==> src/rtl/led_mode_ctrl.sv <==
// LED mode sequencer (OFF/ON/SLOW/FAST) on one shared prescaler, with one-shot
// burst flashing compiled in only when LED_MODE_CTRL_BURST_EN is defined.
module led_mode_ctrl #(
    parameter logic [24:0] CNT_MAX  = 25'd24_999_999,
    parameter logic [3:0]  SLOW_MUL = 4'd4
) (
    input  logic       sys_clk,
    input  logic       sys_rst,
    input  logic       mode_step,
    input  logic       burst_req,
    input  logic [3:0] burst_len,
    output logic       burst_busy,
    output logic       burst_done,
    output logic [1:0] mode,
    output logic       led_out
);
    localparam logic [1:0] MODE_OFF  = 2'd0;
    localparam logic [1:0] MODE_ON   = 2'd1;
    localparam logic [1:0] MODE_SLOW = 2'd2;
    localparam logic [1:0] MODE_FAST = 2'd3;
    localparam logic [3:0] DIV_LAST  = SLOW_MUL - 4'd1;

    logic [24:0] cnt_q, cnt_d;
    logic [3:0]  div_q, div_d;
    logic        phase_q, phase_d;
    logic [1:0]  mode_q, mode_d;
    logic        led_q, led_d;
    logic        tick_s;

    assign tick_s = (cnt_q == CNT_MAX);

    function automatic logic mode_led(input logic [1:0] m, input logic ph);
        case (m)
            MODE_OFF: mode_led = 1'b0;
            MODE_ON:  mode_led = 1'b1;
            default:  mode_led = ph;
        endcase
    endfunction

`ifdef LED_MODE_CTRL_BURST_EN
    typedef enum logic {IDLE = 1'b0, BURST = 1'b1} state_t;

    state_t     state_q, state_d;
    logic [3:0] len_q, len_d;
    logic [3:0] flash_q, flash_d;
    logic       busy_q, busy_d;
    logic       done_q, done_d;
`else
    logic unused_burst_s;
    assign unused_burst_s = burst_req ^ (^burst_len);
`endif

    // Next-state: mode stepping, prescaler, blink phase and burst takeover
    always_comb begin
        mode_d = mode_step ? (mode_q + 2'd1) : mode_q;
        if (mode_step) begin
            cnt_d   = 25'd0;
            div_d   = 4'd0;
            phase_d = 1'b1;
        end else if (tick_s) begin
            cnt_d = 25'd0;
            div_d = (div_q == DIV_LAST) ? 4'd0 : (div_q + 4'd1);
            if ((mode_q == MODE_FAST) || ((mode_q == MODE_SLOW) && (div_q == DIV_LAST))) begin
                phase_d = ~phase_q;
            end else begin
                phase_d = phase_q;
            end
        end else begin
            cnt_d   = cnt_q + 25'd1;
            div_d   = div_q;
            phase_d = phase_q;
        end
        led_d = mode_led(mode_d, phase_d);
`ifdef LED_MODE_CTRL_BURST_EN
        state_d = state_q;
        len_d   = len_q;
        flash_d = flash_q;
        busy_d  = busy_q;
        done_d  = 1'b0;
        case (state_q)
            IDLE: begin
                if (burst_req && (burst_len != 4'd0)) begin
                    state_d = BURST;
                    len_d   = burst_len;
                    flash_d = 4'd0;
                    cnt_d   = 25'd0;
                    phase_d = 1'b1;
                    busy_d  = 1'b1;
                    led_d   = 1'b1;
                end else begin
                    state_d = IDLE;
                end
            end
            BURST: begin
                // The burst owns the prescaler; mode_step only moves the mode register.
                div_d   = div_q;
                cnt_d   = tick_s ? 25'd0 : (cnt_q + 25'd1);
                phase_d = tick_s ? ~phase_q : phase_q;
                led_d   = phase_d;
                if (tick_s && !phase_q) begin
                    if ((flash_q + 4'd1) == len_q) begin
                        state_d = IDLE;
                        busy_d  = 1'b0;
                        done_d  = 1'b1;
                        cnt_d   = 25'd0;
                        div_d   = 4'd0;
                        phase_d = 1'b1;
                        led_d   = mode_led(mode_d, 1'b1);
                    end else begin
                        flash_d = flash_q + 4'd1;
                    end
                end else begin
                    flash_d = flash_q;
                end
            end
            default: begin
                state_d = IDLE;
                busy_d  = 1'b0;
            end
        endcase
`endif
    end

    // Mode, prescaler and LED registers
    always_ff @(posedge sys_clk or posedge sys_rst) begin
        if (sys_rst) begin
            cnt_q   <= 25'd0;
            div_q   <= 4'd0;
            phase_q <= 1'b1;
            mode_q  <= MODE_OFF;
            led_q   <= 1'b0;
        end else begin
            cnt_q   <= cnt_d;
            div_q   <= div_d;
            phase_q <= phase_d;
            mode_q  <= mode_d;
            led_q   <= led_d;
        end
    end

`ifdef LED_MODE_CTRL_BURST_EN
    // Burst FSM registers
    always_ff @(posedge sys_clk or posedge sys_rst) begin
        if (sys_rst) begin
            state_q <= IDLE;
            len_q   <= 4'd0;
            flash_q <= 4'd0;
            busy_q  <= 1'b0;
            done_q  <= 1'b0;
        end else begin
            state_q <= state_d;
            len_q   <= len_d;
            flash_q <= flash_d;
            busy_q  <= busy_d;
            done_q  <= done_d;
        end
    end

    assign burst_busy = busy_q;
    assign burst_done = done_q;
`else
    assign burst_busy = 1'b0;
    assign burst_done = 1'b0;
`endif

    assign mode    = mode_q;
    assign led_out = led_q;

endmodule
==> config.mk <==
export PLATFORM = sky130hd
export DESIGN_NAME = led_mode_ctrl
export DESIGN_NICKNAME = d
export VERILOG_FILES = /design/src/rtl/led_mode_ctrl.sv
export SDC_FILE = /design/constraint.sdc
export NUM_CORES = 1
export LEC_CHECK = 0
export BUFFER_PORTS_ARGS = -buffer_cell sky130_fd_sc_hd__buf_2
export CAP_MARGIN = 15
export CORE_AREA = 4 4 55 67
export CTS_CLUSTER_DIAMETER = 30
export DETAILED_ROUTE_END_ITERATION = 8
export DIE_AREA = 0 0 59 71
export PLACE_DENSITY = 0.72
export SKIP_LAST_GASP = 1
export SLEW_MARGIN = 10
export SYNTH_ARGS = -nofsm -noshare
export SYNTH_HDL_FRONTEND = slang
export SYNTH_SLANG_ARGS = --single-unit
==> constraint.sdc <==
create_clock -name sys_clk -period 2.31 [get_ports sys_clk]
set_input_delay 0.1155 -clock sys_clk [delete_from_list [all_inputs] [get_ports sys_clk]]
set_output_delay 0.1155 -clock sys_clk [all_outputs]
set_load 0.1 [all_outputs]
== Word level (Yosys, flattened, before mapping) ==
Index checks and enable logic that the tools add are counted.
Storage, ports and cells
  memories kept: 0
  bits in registers: 33
  latch bits: 0
  bits in writable memories: 0
  ROM bits: 0
  bits of input ports: 8
  logic and storage cells: 28
  output and inout port bits: 5
Cells by class
  mux-type cells: 10
  reductions and logical operators: 4
  divide/modulo/power cells: 0
  bitwise gates (word level): 1
  magnitude comparators: 0
  multiply operators: 0
  shift operators: 0
  add/subtract/negate cells: 3
  equality and inequality tests: 5
Operator list (count)
  two-way mux 25 bit: 2
  adder 25 x 1 -> 25 bit (second input constant): 1
  == test 25 bit (second input constant): 1
  two-way mux 4 bit: 3
  adder 4 x 1 -> 4 bit (second input constant): 1
  == test 2 bit (second input constant): 2
  == test 4 x 2 -> 1 bit (second input constant): 1
  two-way mux 1 bit: 3
  adder 2 x 1 -> 2 bit (second input constant): 1
  == test 2 x 1 -> 1 bit (second input constant): 1
  zero test 2 bit: 1
  two-way mux 2 bit: 1
  one-hot mux 1 bit (2 select lines): 1
  nonzero test 2 bit: 1
  logical AND 1 bit: 1
  logical OR 1 bit: 1
  NOT 1 bit: 1

== Depth between registers and ports, before layout ==
Gate-level depths: netlist of run 1.
  depth in word-level cells: 7
  mapped depth: 6
  mapped depth without buffers: 6

== Worst setup path after synthesis of run 1 ==
OpenSTA, ideal clock, no wires.
  kind: register -> register
  start point: register mode_q[0] (netlist: mode[0])
  end point: register led_q (netlist: led_out)
  data required time: 2.185 ns
  slack: 0.484 ns
  data arrival time: 1.700 ns
  stages on the path, launching flop included: 7
  buffers on the path: 0
  library setup time: 0.125 ns
  clock period less this slack: 1.826 ns
  path through: dfrtp_1 > inv_1 > ha_1 > a21oi_1 > nor3_2 > xnor2_1 > a2bb2oi_1
On the way
  longest elaborated chain between the ends: 7
  elaborated cells between the ends (all ways): 12
  classes of those cells: add/sub (1); eq/ne (3); mux (5); reduce/logical (3)
RTL lines
  start, declared: RTL line 26  | logic [1:0] mode_q, mode_d;
  start signal, assigned: RTL line 136  | mode_q <= mode_d;
  == test 2 bit: RTL line 63  | if ((mode_q == MODE_FAST) || ((mode_q == MODE_SLOW) && (div_q == DIV_LAST))) begin
  logical AND 1 bit: RTL line 63
  logical OR 1 bit: RTL line 63
  two-way mux 1 bit: RTL line 63
  two-way mux 1 bit: RTL line 60  | end else if (tick_s) begin
  two-way mux 1 bit: RTL line 56  | if (mode_step) begin
  one-hot mux 1 bit (2 select lines) *: RTL line 33  | case (m)
  named net led_d: RTL line 27  | logic led_q, led_d;
  end signal, assigned: RTL line 137  | led_q <= led_d;
  end, declared: RTL line 27
Mark *: on every way through the listed nets, which the timed path passes. The rest lies on a longest branch.
A chain may end at the register's enable or synchronous reset.

== Final worst setup path of run 1 ==
  start point: register cnt_q[0]
  end point: register cnt_q[22]
On the way
  longest elaborated chain between the ends: 3
  elaborated cells between the ends (all ways): 4
  classes of those cells: add/sub (1); eq/ne (1); mux (2)
RTL lines
  start, declared: RTL line 23  | logic [24:0] cnt_q, cnt_d;
  start signal, assigned: RTL line 133  | cnt_q <= cnt_d;
  adder 25 x 1 -> 25 bit or == test 25 bit (tied branches): RTL line 69, 30
  two-way mux 25 bit *: RTL line 60
  two-way mux 25 bit *: RTL line 56
  named net cnt_d[22]: RTL line 23
Marked as above.

==> impl_metrics.tcl, run 1 <==
set metrics [dict create \
    status "finished clean" \
    cts_setup_buffers 0 \
    wirelength_mm 3.00 \
    drtPass1Iterations 4 \
    muxShareOfSynthArea_pct 0 \
    rows 22 \
    grt_overflow 0 \
    yosysWarningCount 0 \
    swShare_pct 36.5 \
    met3WireLength_um 100 \
    start_util_pct 56.7 \
    max-vdd-ir-drop_mv 0.682 \
    place_inst 200 \
    combPwrFrac_pct 24.9 \
    pwr_density_cell_nw_per_um2 721 \
    syn_to_final_growth_pct 7.57 \
    syn_avg_cell_area_sq_um 10.7 \
    h-tree-depth 2 \
    tritoncts "yes" \
    clock_path_buffers 2 \
    hold_buffers 1 \
    die-width_um 59 \
    min_period_ps 1770 \
    rr_startpoint "cnt_q[0]" \
    rsz0062_at_grt "no" \
    diodes 0 \
    setup_tns_ps 0 \
    routed.top_layer "met4" \
    crit_required_ps 2530 \
    critPathArrivalTime_ps 1990 \
    final_util_pct 61.0 \
    final_common_cell "dfrtp_1" \
    drive_above_1_share_pct 17.9 \
    ant_nets 0 \
    p_clk_share_pct 27.7 \
    yosys_most_used_dff "dfrtp_1" \
    pre_cts_slack_ps 538 \
    reg2reg_slack_ps 540 \
    core_area_sq_um 3030 \
    mostFrequentLayoutCells "dfrtp_1, nor2_1, xor2_1, nand2_1, nand4_1" \
    yosysTopAreaCell "dfrtp_1" \
    grt_pass1_wl_mm 5.34 \
    gp_congestion 0.795 \
    synth_area_leaders "dfrtp_1, xor2_1, nor2_1" \
    numCtsBuffers 5 \
    dp.final_hpwl_mm 2.10 \
    remaining_drc_errors 0 \
    p_sw_mw 0.486 \
    fp.dieH_um 71 \
    grt_pass1_vias 1192 \
    critPathKind "reg2reg" \
    routed_via_density 5.46 \
    power_mw 1.33 \
    clock_skew_ps 12.9 \
    finalMaxSlewViolations 0 \
    dieArea_sq_um 4190 \
    synth_compound_area_share_pct 4.22 \
    first_iter_violations 56 \
    placed_cell_area_sq_um 1770 \
    io_buffers 5 \
    timing.hold.ws_ps 26.9 \
    synth.top_cell.area_share_pct 46.6 \
    crit_end "cnt_q[22]" \
    synthAdderAreaFrac_pct 2.91 \
    cts_num_sinks 33 \
    reg2reg_depth 6 \
    reg2reg_to "cnt_q[22]" \
    drv_cap 0 \
    seqPwrFrac_pct 47.4 \
    grt_max_degree 34 \
    synth-seq-cells 33 \
    stdcell_area_sq_um 1850 \
    async_flop_share_pct 100 \
    startpoint "cnt_q[0]" \
    worst_slack_ps 541 \
    p_int_mw 0.846 \
    wire_per_inst_um 14.3 \
    post-route-period-util_pct 76.6 \
    io_pins 13 \
    clk_pin_slew_ps 110 \
    synth-edff-count 0 \
    synth_top_family_by_area "simple AND/OR/NAND/NOR gates" \
    route.met2.wl_mm 1.50 \
    antenna_found_initial 0 \
    fillerInstances 258 \
    synth_xor_area_share_pct 13.3 \
    p_leak_nw 0.845 \
    grt.total_usage_pct 16.8 \
    final-hold-violation-count 0 \
    routed-via-count 1141 \
    finalSetupViolCount 0 \
    crit_path_end_kind "register" \
    startpoint_type "register" \
    synth_seq_area_share_pct 48.1 \
    netlist-cell-type-count 35 \
    nNetsFinal 184 \
    final_cells 209 \
    clk_latency_ps 330 \
    syn_area_sq_um 1720 \
    syn_inst 161 \
    wl_met1_mm 1.37 \
    cts_resized 0 \
    cts-root-buf "clkbuf_4" \
    critPathMaxFanout 5 \
    hp-class "in2reg" \
    fmax_mhz 565 \
    yosys.area_share.simple_pct 28.1 \
]
==> worst max-delay path, cell delays in order, from the launching register on <==
cell and delay (ps):
dfrtp_1 390, ha_1 230, nand4_1 230, nor4_4 450
nand4_1 160, xor2_1 160, nor2_1 50
==> synthesized netlist by cell type, drive strengths merged, types with 2 or more instances <==
cell type	count
a21oi	4
and3	4
and4	2
buf	5
dfrtp	32
ha	4
inv	4
nand2	11
nand3	6
nand4	13
nor2	29
nor3	6
nor4	3
o21ai	3
xnor2	8
xor2	18
==> final cells by class <==
| type | count | area, sq um | area share, % |
|---|---|---|---|
| inverters | 4 | 15.0 | 0.812 |
| well taps | 36 | 45.0 | 2.44 |
| clock buffers | 7 | 65.1 | 3.52 |
| multi-input cells | 120 | 841 | 45.5 |
| repair buffers | 8 | 50.0 | 2.71 |
| clock inverters | 1 | 5.00 | 0.271 |
| flip-flops and latches | 33 | 827 | 44.8 |
==> power by group through the flow <==
stage | Combinational, mW | Sequential (mW) | Clock (mW)
2_1_floorplan | 0.0967 | 0.827 | 0
3_3_place_gp | 0.326 | 0.642 | 0
3_5_place_dp | 0.334 | 0.643 | 0
4_1_cts | 0.335 | 0.632 | 0.387
5_1_grt | 0.347 | 0.638 | 0.415
6_report | 0.331 | 0.632 | 0.369
==> cell families after synthesis <==
kind of cell / after synthesis
XOR/XNOR: 26
buffers and inverters: 9
flip-flops: 33
adder cells (fa/ha/maj): 4
other: 1
AO/OA/AOI/OAI: 10
AND/OR/NAND/NOR: 78
==> sequential cells by signal, indices dropped and copies added (netlist names) <==
name,flops
phase_q,1
cnt_q,25
led_out,1
mode,2
div_q,4
==> routing by layer <==
layer	up-vias	GRT usage, %
met1	551	21.2
met5	-	0
met3	4	5.47
li1	569	-
met4	0	6.55
met2	17	26.3
==> worst min path at each step <==
stage,from,to,slack (ps),cells after the start
after floorplan,mode_step,div_q[0],180,1
after global placement,sys_rst,led_out,220,3
after detailed placement,sys_rst,led_out,230,3
after CTS,mode_step,div_q[0],10,2
after global routing,mode_step,div_q[0],20,2
final,mode_step,div_q[0],30,2
No activity file was read; power rests on OpenSTA's default activity.
==> run 2, diff against run 1 <==
- ABC_AREA: unset -> 1
- CORE_AREA: 4 4 55 67 -> 4 4 58 71
- DIE_AREA: 0 0 59 71 -> 0 0 62 75
- PLACE_DENSITY: 0.72 -> 0.74
- clock period: 2.31 -> 1.7 ns (I/O delays scaled with it)
==> impl_metrics.tcl, run 2 <==
set metrics [dict create \
    io_buffers 5 \
    final_common_cell "nand2_1" \
    wirelength_mm 4.22 \
    io_pins 13 \
    synth_area_leaders "dfrtp_1, nand2_1, nor2_1" \
    syn_area_sq_um 2010 \
    hp-class "in2reg" \
    synth.top_cell.area_share_pct 39.8 \
    crit_required_ps 1860 \
    crit_path_end_kind "register" \
    max-vdd-ir-drop_mv 1.44 \
    async_flop_share_pct 100 \
    cpPeakStageDelay_ps 370 \
    drtPass1Iterations 4 \
    drive_above_1_share_pct 16.0 \
    start_util_pct 57.3 \
    cpMostUsedCell "nor2_1" \
    fmax_mhz 651 \
    mostFrequentLayoutCells "nand2_1, nor2_1, inv_1, dfrtp_1, nand3_1" \
    min_period_ps 1540 \
    critPathMaxFanout 3 \
    p_leak_nw 1.06 \
    numCtsBuffers 5 \
    fp.dieH_um 75 \
    cts_setup_buffers 0 \
    top_register "cnt_q" \
    syn_inst 276 \
    setup_tns_ps 0 \
    critPathArrivalTime_ps 1690 \
    routed-via-count 1666 \
    syn_to_final_growth_pct 10.3 \
    die-width_um 62 \
    clock_skew_ps 5.07 \
    remaining_drc_errors 0 \
    synth_seq_area_share_pct 41.1 \
    fillerInstances 305 \
    synth-edff-count 0 \
    place_inst 324 \
    drv_cap 0 \
    slowest_stage "dfrtp_1" \
    synth_common_cells "nand2_1, nor2_1, inv_1" \
    path_cells "inv_1 -> nor3_1 -> nand3_1 -> nor2_1 -> xor2_1 -> nor2_1" \
    p_clk_share_pct 30.5 \
    seqPwrFrac_pct 44.5 \
    grt.total_usage_pct 21.9 \
    yosysTopAreaCell "dfrtp_1" \
    swShare_pct 36.2 \
    cts_num_sinks 33 \
    yosysWarningCount 0 \
    final-hold-violation-count 0 \
    yosysMostFrequentCell "nand2_1" \
    core_area_sq_um 3510 \
    rows 24 \
    ant_nets 0 \
    tritoncts "yes" \
    power_mw 1.94 \
    p_int_mw 1.24 \
    routed_via_density 5.02 \
    critPathKind "reg2reg" \
    finalMaxSlewViolations 0 \
    clk_latency_ps 290 \
    finalSetupViolCount 0 \
    clk_pin_slew_ps 70 \
    rsz0062_at_grt "no" \
    dieArea_sq_um 4650 \
    yosys_most_used_dff "dfrtp_1" \
    first_iter_violations 92 \
    synth-seq-cells 33 \
    status "finished clean" \
    antenna_found_initial 0 \
    netlist-cell-type-count 27 \
    grt_overflow 0 \
    final_util_pct 63.2 \
    diodes 0 \
    syn_avg_cell_area_sq_um 7.29 \
    startpoint_type "register" \
    gp_congestion 0.927 \
    grt_pass1_wl_mm 7.29 \
    dp.final_hpwl_mm 3.07 \
    final_cells 332 \
    post-route-period-util_pct 90.3 \
    h-tree-depth 2 \
    grt_max_degree 34 \
    cts-root-buf "clkbuf_8" \
    nNetsFinal 305 \
    grt_pass1_vias 1650 \
    clock_path_buffers 2 \
    combPwrFrac_pct 25.0 \
    largest_reg_flops 25 \
    wire_per_inst_um 12.7 \
    pwr_density_cell_nw_per_um2 875 \
    p_sw_mw 0.703 \
]
[run 2: through the flow]
stage,setup slack [ps],instance area (sq um),hold WS (ps)
after floorplan,130,2020,183
final,164,2220,188
after detailed placement,82.8,2120,199
after global placement,118,2120,193
after global routing,4.83,2220,201
after CTS,72.5,2210,177
[run 2: kinds of logic (layout without fill, tap and decap cells)]
family / after synthesis / after routing / share of synthesized area (%)
AND/OR/NAND/NOR: 162 / 162 / 37.2
buffers and inverters: 50 / 66 / 10.1
flip-flops: 33 / 33 / 41.1
AO/OA/AOI/OAI: 13 / 13 / 3.36
XOR/XNOR: 13 / 13 / 5.66
adder cells (fa/ha/maj): 4 / 4 / 2.49
other: 1 / 2 / 0.186
[run 2: critical path: cells and delay by family (launching register included)]
family        cells  cell delay (ps)
buf+inv           1               90
flops             1              370
xor+xnor          1              170
simple gates      4              770
[run 2: repair_timing]
| action | in CTS | in global routing |
|---|---|---|
| endpoints found under the hold margin | 32 | 0 |
| setup endpoints to repair | 0 | 10 |
| gates resized for setup | 0 | 2 |
| hold buffers | 1 | 0 |
[run 2: worst paths after layout]
path,start,endpoint,slack (ps),depth (start not counted)
worst min-delay path,mode_step,cnt_q[8],190,2
worst max register to register,cnt_q[7],cnt_q[15],160,6
min in group asynchronous,sys_rst,cnt_q[0],440,4
worst min register to register,cnt_q[12],cnt_q[12],490,1
max in group asynchronous,sys_rst,phase_q,910,4
worst max-delay path,cnt_q[7],cnt_q[15],160,6
[run 2: area by class of cell]
type | instances | area [sq um] | share of cell area, %
clock buffer | 7 | 86.3 | 3.89
inverter | 46 | 173 | 7.78
multi-input combinational | 194 | 995 | 44.8
sequential | 33 | 830 | 37.4
tap | 39 | 48.8 | 2.20
timing repair buffer | 13 | 87.6 | 3.95
[run 2: power by group through the flow]
stage	sequential, mW	clock [mW]	combinational [mW]
floorplan	1.14	0	0.148
global placement	0.879	0	0.487
detailed placement	0.880	0	0.489
CTS	0.866	0.610	0.491
global route	0.874	0.642	0.529
finish	0.865	0.593	0.486
[run 2: per-layer routing]
| metal | vias up | track usage (%) | wire length, um |
|---|---|---|---|
| met2 | 38 | 33.6 | 2040 |
| li1 | 877 | - | - |
| met1 | 739 | 28.3 | 1860 |
| met4 | 0 | 11.8 | 153 |
| met5 | - | 0 | 0 |
| met3 | 12 | 4.97 | 167 |
